## src/rtl/ddr3_dma_pkg.sv

```systemverilog
// Shared types and widths for the DDR3 read DMA arbitration path.
package ddr3_dma_pkg;

   localparam int DDR_ADDR_W = 27;
   localparam int DDR_LEN_W  = 27;
   localparam int N_RD_CH    = 16;
   localparam int ID_W       = 4;

   typedef enum logic [1:0] {
      IDLE  = 2'd0,
      ISSUE = 2'd1,
      WAIT  = 2'd2,
      ACK   = 2'd3
   } arb_state_t;

   // Increment a channel index, wrapping at n (n need not be a power of two).
   function automatic logic [ID_W-1:0] wrap_inc(input logic [ID_W-1:0] id, input int n);
      return (int'(id) == n - 1) ? '0 : id + 1'b1;
   endfunction

endpackage

```

## src/rtl/ddr3_dma_rr_pick.sv

```systemverilog
// Combinational round-robin picker: first set eligible bit at or after ptr_i, wrapping.
module ddr3_dma_rr_pick
   import ddr3_dma_pkg::*;
#(
   parameter int N_CH = N_RD_CH
) (
   input  logic [N_CH-1:0] eligible_i,
   input  logic [ID_W-1:0] ptr_i,
   output logic            found_o,
   output logic [ID_W-1:0] idx_o
);

   logic [2*N_CH-1:0] dbl;
   logic [N_CH-1:0]   rot;
   logic [ID_W-1:0]   off;
   logic [ID_W:0]     sum;

   always_comb begin
      dbl     = {eligible_i, eligible_i};
      rot     = '0;
      found_o = 1'b0;
      off     = '0;
      sum     = '0;
      idx_o   = '0;
      // Rotate so the pointer position lands at bit 0.
      for (int i = 0; i < N_CH; i++) begin
         rot[i] = dbl[i + int'(ptr_i)];
      end
      // Descending scan leaves the lowest set offset as the winner.
      for (int i = N_CH - 1; i >= 0; i--) begin
         if (rot[i]) begin
            found_o = 1'b1;
            off     = ID_W'(i);
         end
      end
      sum = {1'b0, ptr_i} + {1'b0, off};
      if (sum >= (ID_W+1)'(N_CH)) begin
         sum = sum - (ID_W+1)'(N_CH);
      end
      idx_o = sum[ID_W-1:0];
   end

endmodule

```

## src/rtl/ddr3_dma_read_arbiter.sv

```systemverilog
// Round-robin scheduler sharing one DDR3 read DMA engine among up to 16 requesters.
module ddr3_dma_read_arbiter
   import ddr3_dma_pkg::*;
#(
   parameter int N_CH   = N_RD_CH,
   parameter int ADDR_W = DDR_ADDR_W,
   parameter int LEN_W  = DDR_LEN_W
) (
   input  logic                     clk,
   input  logic                     rst,
   input  logic [N_CH-1:0]          read_req,
   input  logic [N_CH*ADDR_W-1:0]   read_start_addr,
   input  logic [N_CH*LEN_W-1:0]    read_length,
   output logic [N_CH-1:0]          read_ack,
   output logic                     cmd_valid,
   input  logic                     cmd_ready,
   output logic [ADDR_W-1:0]        cmd_addr,
   output logic [LEN_W-1:0]         cmd_length,
   output logic [3:0]               cmd_id,
   input  logic                     rd_done,
   output logic                     busy
);

   arb_state_t        state_q, state_d;
   logic [ID_W-1:0]   rr_ptr_q, rr_ptr_d;
   logic [ID_W-1:0]   mask_id_q, mask_id_d;
   logic              mask_vld_q, mask_vld_d;
   logic [ID_W-1:0]   id_q, id_d;
   logic [ADDR_W-1:0] addr_q, addr_d;
   logic [LEN_W-1:0]  len_q, len_d;
   logic [N_CH-1:0]   ack_q, ack_d;
   logic              cmd_valid_q, cmd_valid_d;
   logic              busy_q, busy_d;

   logic [N_CH-1:0]   mask_vec;
   logic [N_CH-1:0]   eligible;
   logic              pick_found;
   logic [ID_W-1:0]   pick_idx;
   logic [ADDR_W-1:0] grant_addr;
   logic [LEN_W-1:0]  grant_len;

   // The last acked channel is hidden for the single IDLE cycle after its ack.
   always_comb begin
      mask_vec = '0;
      if (mask_vld_q) begin
         mask_vec[mask_id_q] = 1'b1;
      end
      eligible = read_req & ~mask_vec;
   end

   ddr3_dma_rr_pick #(
      .N_CH (N_CH)
   ) u_pick (
      .eligible_i (eligible),
      .ptr_i      (rr_ptr_q),
      .found_o    (pick_found),
      .idx_o      (pick_idx)
   );

   assign grant_addr = read_start_addr[int'(pick_idx)*ADDR_W +: ADDR_W];
   assign grant_len  = read_length[int'(pick_idx)*LEN_W +: LEN_W];

   always_ff @(posedge clk or negedge rst) begin
      if (!rst) begin
         state_q <= IDLE;
      end else begin
         state_q <= state_d;
      end
   end

   always_comb begin
      state_d = state_q;
      case (state_q)
         IDLE: begin
            if (pick_found) begin
               state_d = (grant_len != '0) ? ISSUE : ACK;
            end
         end
         ISSUE: begin
            if (cmd_valid_q && cmd_ready) begin
               state_d = WAIT;
            end
         end
         WAIT: begin
            if (rd_done) begin
               state_d = ACK;
            end
         end
         ACK:     state_d = IDLE;
         default: state_d = IDLE;
      endcase
   end

   // Next values for the registered outputs and the latched grant context.
   always_comb begin
      rr_ptr_d    = rr_ptr_q;
      mask_id_d   = mask_id_q;
      mask_vld_d  = mask_vld_q;
      id_d        = id_q;
      addr_d      = addr_q;
      len_d       = len_q;
      ack_d       = '0;
      if (state_q == IDLE) begin
         mask_vld_d = 1'b0;
         if (pick_found) begin
            id_d   = pick_idx;
            addr_d = grant_addr;
            len_d  = grant_len;
         end
      end
      if (state_q == ACK) begin
         rr_ptr_d   = wrap_inc(id_q, N_CH);
         mask_id_d  = id_q;
         mask_vld_d = 1'b1;
      end
      if (state_d == ACK) begin
         ack_d[id_d] = 1'b1;
      end
      cmd_valid_d = (state_d == ISSUE);
      busy_d      = (state_d != IDLE);
   end

   always_ff @(posedge clk or negedge rst) begin
      if (!rst) begin
         rr_ptr_q    <= '0;
         mask_id_q   <= '0;
         mask_vld_q  <= 1'b0;
         id_q        <= '0;
         addr_q      <= '0;
         len_q       <= '0;
         ack_q       <= '0;
         cmd_valid_q <= 1'b0;
         busy_q      <= 1'b0;
      end else begin
         rr_ptr_q    <= rr_ptr_d;
         mask_id_q   <= mask_id_d;
         mask_vld_q  <= mask_vld_d;
         id_q        <= id_d;
         addr_q      <= addr_d;
         len_q       <= len_d;
         ack_q       <= ack_d;
         cmd_valid_q <= cmd_valid_d;
         busy_q      <= busy_d;
      end
   end

   assign read_ack   = ack_q;
   assign cmd_valid  = cmd_valid_q;
   assign cmd_addr   = addr_q;
   assign cmd_length = len_q;
   assign cmd_id     = id_q;
   assign busy       = busy_q;

endmodule
```

## config.mk

```make
export PLATFORM = sky130hd
export DESIGN_NAME = ddr3_dma_read_arbiter
export DESIGN_NICKNAME = d
export VERILOG_FILES = /design/src/rtl/ddr3_dma_pkg.sv /design/src/rtl/ddr3_dma_rr_pick.sv /design/src/rtl/ddr3_dma_read_arbiter.sv
export SDC_FILE = /design/constraint.sdc
export NUM_CORES = 1
export LEC_CHECK = 0
export ABC_AREA = 1
export CORE_AREA = 10 10 370 372
export CTS_BUF_LIST = sky130_fd_sc_hd__clkbuf_8
export DETAILED_ROUTE_END_ITERATION = 8
export DIE_AREA = 0 0 380 382
export GPL_ROUTABILITY_DRIVEN = 0
export MAX_ROUTING_LAYER = met4
export PLACE_DENSITY_LB_ADDON = 0.3
export SLEW_MARGIN = 20
export SYNTH_ARGS = -nofsm -noshare
export SYNTH_HDL_FRONTEND = slang
export SYNTH_SLANG_ARGS = --single-unit
export TNS_END_PERCENT = 5
```

## constraint.sdc

```tcl
create_clock -name clk -period 6.13 [get_ports clk]
set_input_delay 1.839 -clock clk [delete_from_list [all_inputs] [get_ports clk]]
set_output_delay 1.839 -clock clk [all_outputs]
set_load 0.005 [all_outputs]
```

==> metrics, run 1 <==
status finished, violations left; violated checks negative setup slack; Synth Instances 2,194; H-tree depth 3; router iterations before antenna repair 5; chip height ~380 microns; first-pass GRT wire length 177,100 microns; clock latency at the later pin of the worst-skew pair 0.44 ns; CTS tree built; final setup fails 17; worst hold path startpoint cmd_addr[4]; final wirelength 132,600 microns; Max Cap Viol 0; CTS buffer count 9; number of synthesized register bits just under 90; Slew @ Worst Pin about 0.97 ns; top cells by count, synth o21ai_0, nor2_1, nand2_1; Die W roughly 380 microns; DRC violations left 0; total gr overflow 0; cts hold-fix bufs 0; Post-Syn Area 12,220 sq um; count leader, synth o21ai_0; area delta synth->final 128.8%; share of layout cells above drive strength 1 approximately a fifth; die area 145,200 sq um; Core Util, Final 21.65%; area leader, netlist o21ai_0; Worst Setup Start Kind input pin; Setup crit end kind flip-flop; Root Buffer clkbuf_8; FF-to-FF End read_ack[2]; number of I/O port buffers 959; cell count of the worst hold path 2; max incr delay on CP 0.91 ns; Crit Path Max Fanout 8; Tcrit/Tclk final 101.8%; fmax 160.3 MHz; Vias/cell 4.132; hpwl dp approximately 110,000 microns; Arr. time, crit path 6.57 ns; relative slew slack 35.46%; worst reg2reg path depth 37; Starting Density 9.460%; Slew Viols, Final 0; Syn Nets 3,096; core area 129,200 sq um; reg-to-reg setup timing slack 0.36 ns; Hold EP cmd_addr[4]; final setup margin -0.1083 ns; ys async rst share 100.0%; Worst Skew between 0.04 and 0.05 ns; GRT Resource Usage Total between 10% and 20%; Ys Warns 0; predominant post-synthesis flop cell dfrtp_1; Crit Path Category input pin to flip-flop; sequential fraction of the synthesis area 17.82%; synth unique cells 39; Synth Area per Inst around 5.6 sq um; Clock Sinks 87; Synth area leaders o21ai_0, dfrtp_1, nor2_1; nets between 4,000 and 5,000; Critical Path Start read_req[6]; number of synthesized flops with an enable pin 0; final hold vios 0; initial antenna violation count 46; I/O pins 960; CTS max path bufs 2; RSZ-0062 raised after global routing yes; worst path required time around 6.5 ns; Worst-path clk slew ~0.12 ns; largest net degree at the start of global routing 140; Min Clock Period, post-route 6.238 ns; via count ~21,000; Most common cell on crit path nand2_1; Reg-to-Reg Start rr_ptr_q[1]; Critical-path top delay cell fa_4; Synth top area share between 20% and 30%; placement row count 132; Routed Antenna Nets 0; initial drt markers 1,412; Tightest Hold Check Type flip-flop to flip-flop; vias in the first global route 21,460; drt wl/cell 26.03 microns
==> metal layers <==
metal | part of all wire, % | wire length, microns | GRT usage [%] | vias up
li1 | - | - | - | 9981
met1 | 40 | 52550 | 19.71 | 10150
met2 | 52 | 68560 | 31.49 | 818
met3 | 7.2 | 9530 | 4.984 | 93
met4 | 1.5 | 1957 | 2.830 | 0
met5 | 0 | 0 | - | -
==> area by class of cell <==
cell class	instances	area [sq um]
diodes	32	80.08
clock buffers	10	137.6
inverters	47	203.9
flip-flops and latches	87	2177
well taps	1742	2180
repair buffers	1310	12870
fillers	14700	101200
clock inverters	5	88.84
multi-input cells	1861	10220
==> what timing repair did <==
| item | in CTS | in global routing |
|---|---|---|
| cloned | 8 | 1 |
| gates resized for setup | 338 | 130 |
| setup endpoints to repair | 63 | 42 |
| hold endpoints to repair | 0 | 0 |
| pin swaps | 108 | 101 |
| setup buffers | 66 | 10 |
==> cell families after synthesis <==
| group | share of synthesized area, % |
|---|---|
| AO/OA/AOI/OAI | 37.58 |
| XOR/XNOR | 0.5018 |
| adder cells (fa/ha/maj) | 1.905 |
| buffers and inverters | 7.967 |
| flip-flops | 17.82 |
| multiplexers | 0.3277 |
| AND/OR/NAND/NOR | 33.90 |
==> worst max-delay path by stage <==
stage	to	slack (ns)	cells after the start
after floorplan	read_ack[10]	0.44	33
after global placement	read_ack[1]	-1.88	38
after detailed placement	read_ack[4]	-1.87	37
after CTS	cmd_length[26]	-0.09	38
after global routing	read_ack[2]	-0.33	36
final	read_ack[2]	-0.11	36
==> critical path: cells and delay by family <==
family,cells,cell delay [ns]
AOI/OAI and AO/OA,10,1.02
adders and majority gates,2,1.07
buffers and inverters,5,0.76
and+or+nand+nor,19,1.85
==> cells in the final DEF, fill, tap and decap left out, types with 17 or more instances in the layout <==
| cell | Yosys | layout |
|---|---|---|
| diode_2 | 0 | 32 |
| nand3_1 | 153 | 91 |
| o21ai_2 | 0 | 60 |
| inv_1 | 37 | 35 |
| o21ai_1 | 8 | 39 |
| nand2_2 | 2 | 61 |
| buf_12 | 0 | 35 |
| o22ai_1 | 119 | 99 |
| nor2_2 | 16 | 23 |
| o221ai_1 | 100 | 83 |
| nand2_1 | 365 | 298 |
| nor2_1 | 475 | 464 |
| o22ai_2 | 0 | 19 |
| o21ai_0 | 563 | 468 |
| buf_4 | 2 | 298 |
| clkdlybuf4s50_1 | 0 | 942 |
| o221ai_2 | 0 | 17 |
| dfrtp_1 | 87 | 87 |
| nand3_2 | 1 | 59 |
==> state kept, by name, indices dropped and copies added (netlist names) <==
name / count
cmd_length: 27
mask_id_q: 4
busy: 1
cmd_id: 4
state_q: 2
read_ack: 16
rr_ptr_q: 4
cmd_addr: 27
mask_vld_q: 1
cmd_valid: 1
==> per-stage QoR <==
step	setup WS (ns)	hold WS, ns	setup TNS [ns]	instances	area [sq um]
after detailed placement	-1.871	0.4680	-66.70	4973	25720
final	-0.1083	0.4954	-1.305	5094	27960
after global routing	-0.3283	0.5140	-6.304	5090	27950
after global placement	-1.876	0.4642	-69.30	4973	25720
after CTS	-0.09456	0.4945	-1.026	5059	27460
after floorplan	0.4395	0.4725	0	2194	12220
Power of run 1 is left out: the tool's default activity adds up to more than one toggle a clock period on the data nets, which glitch-free logic cannot reach.
==> inputs of run 2 (changes only) <==
CTS_CLUSTER_DIAMETER = 100   (was unset)
CTS_CLUSTER_SIZE = 8   (was unset)
==> results of run 2 <==
No change in the layout: final DEF, timing and power equal those of run 1.
Power of run 2 is left out for the same reason.
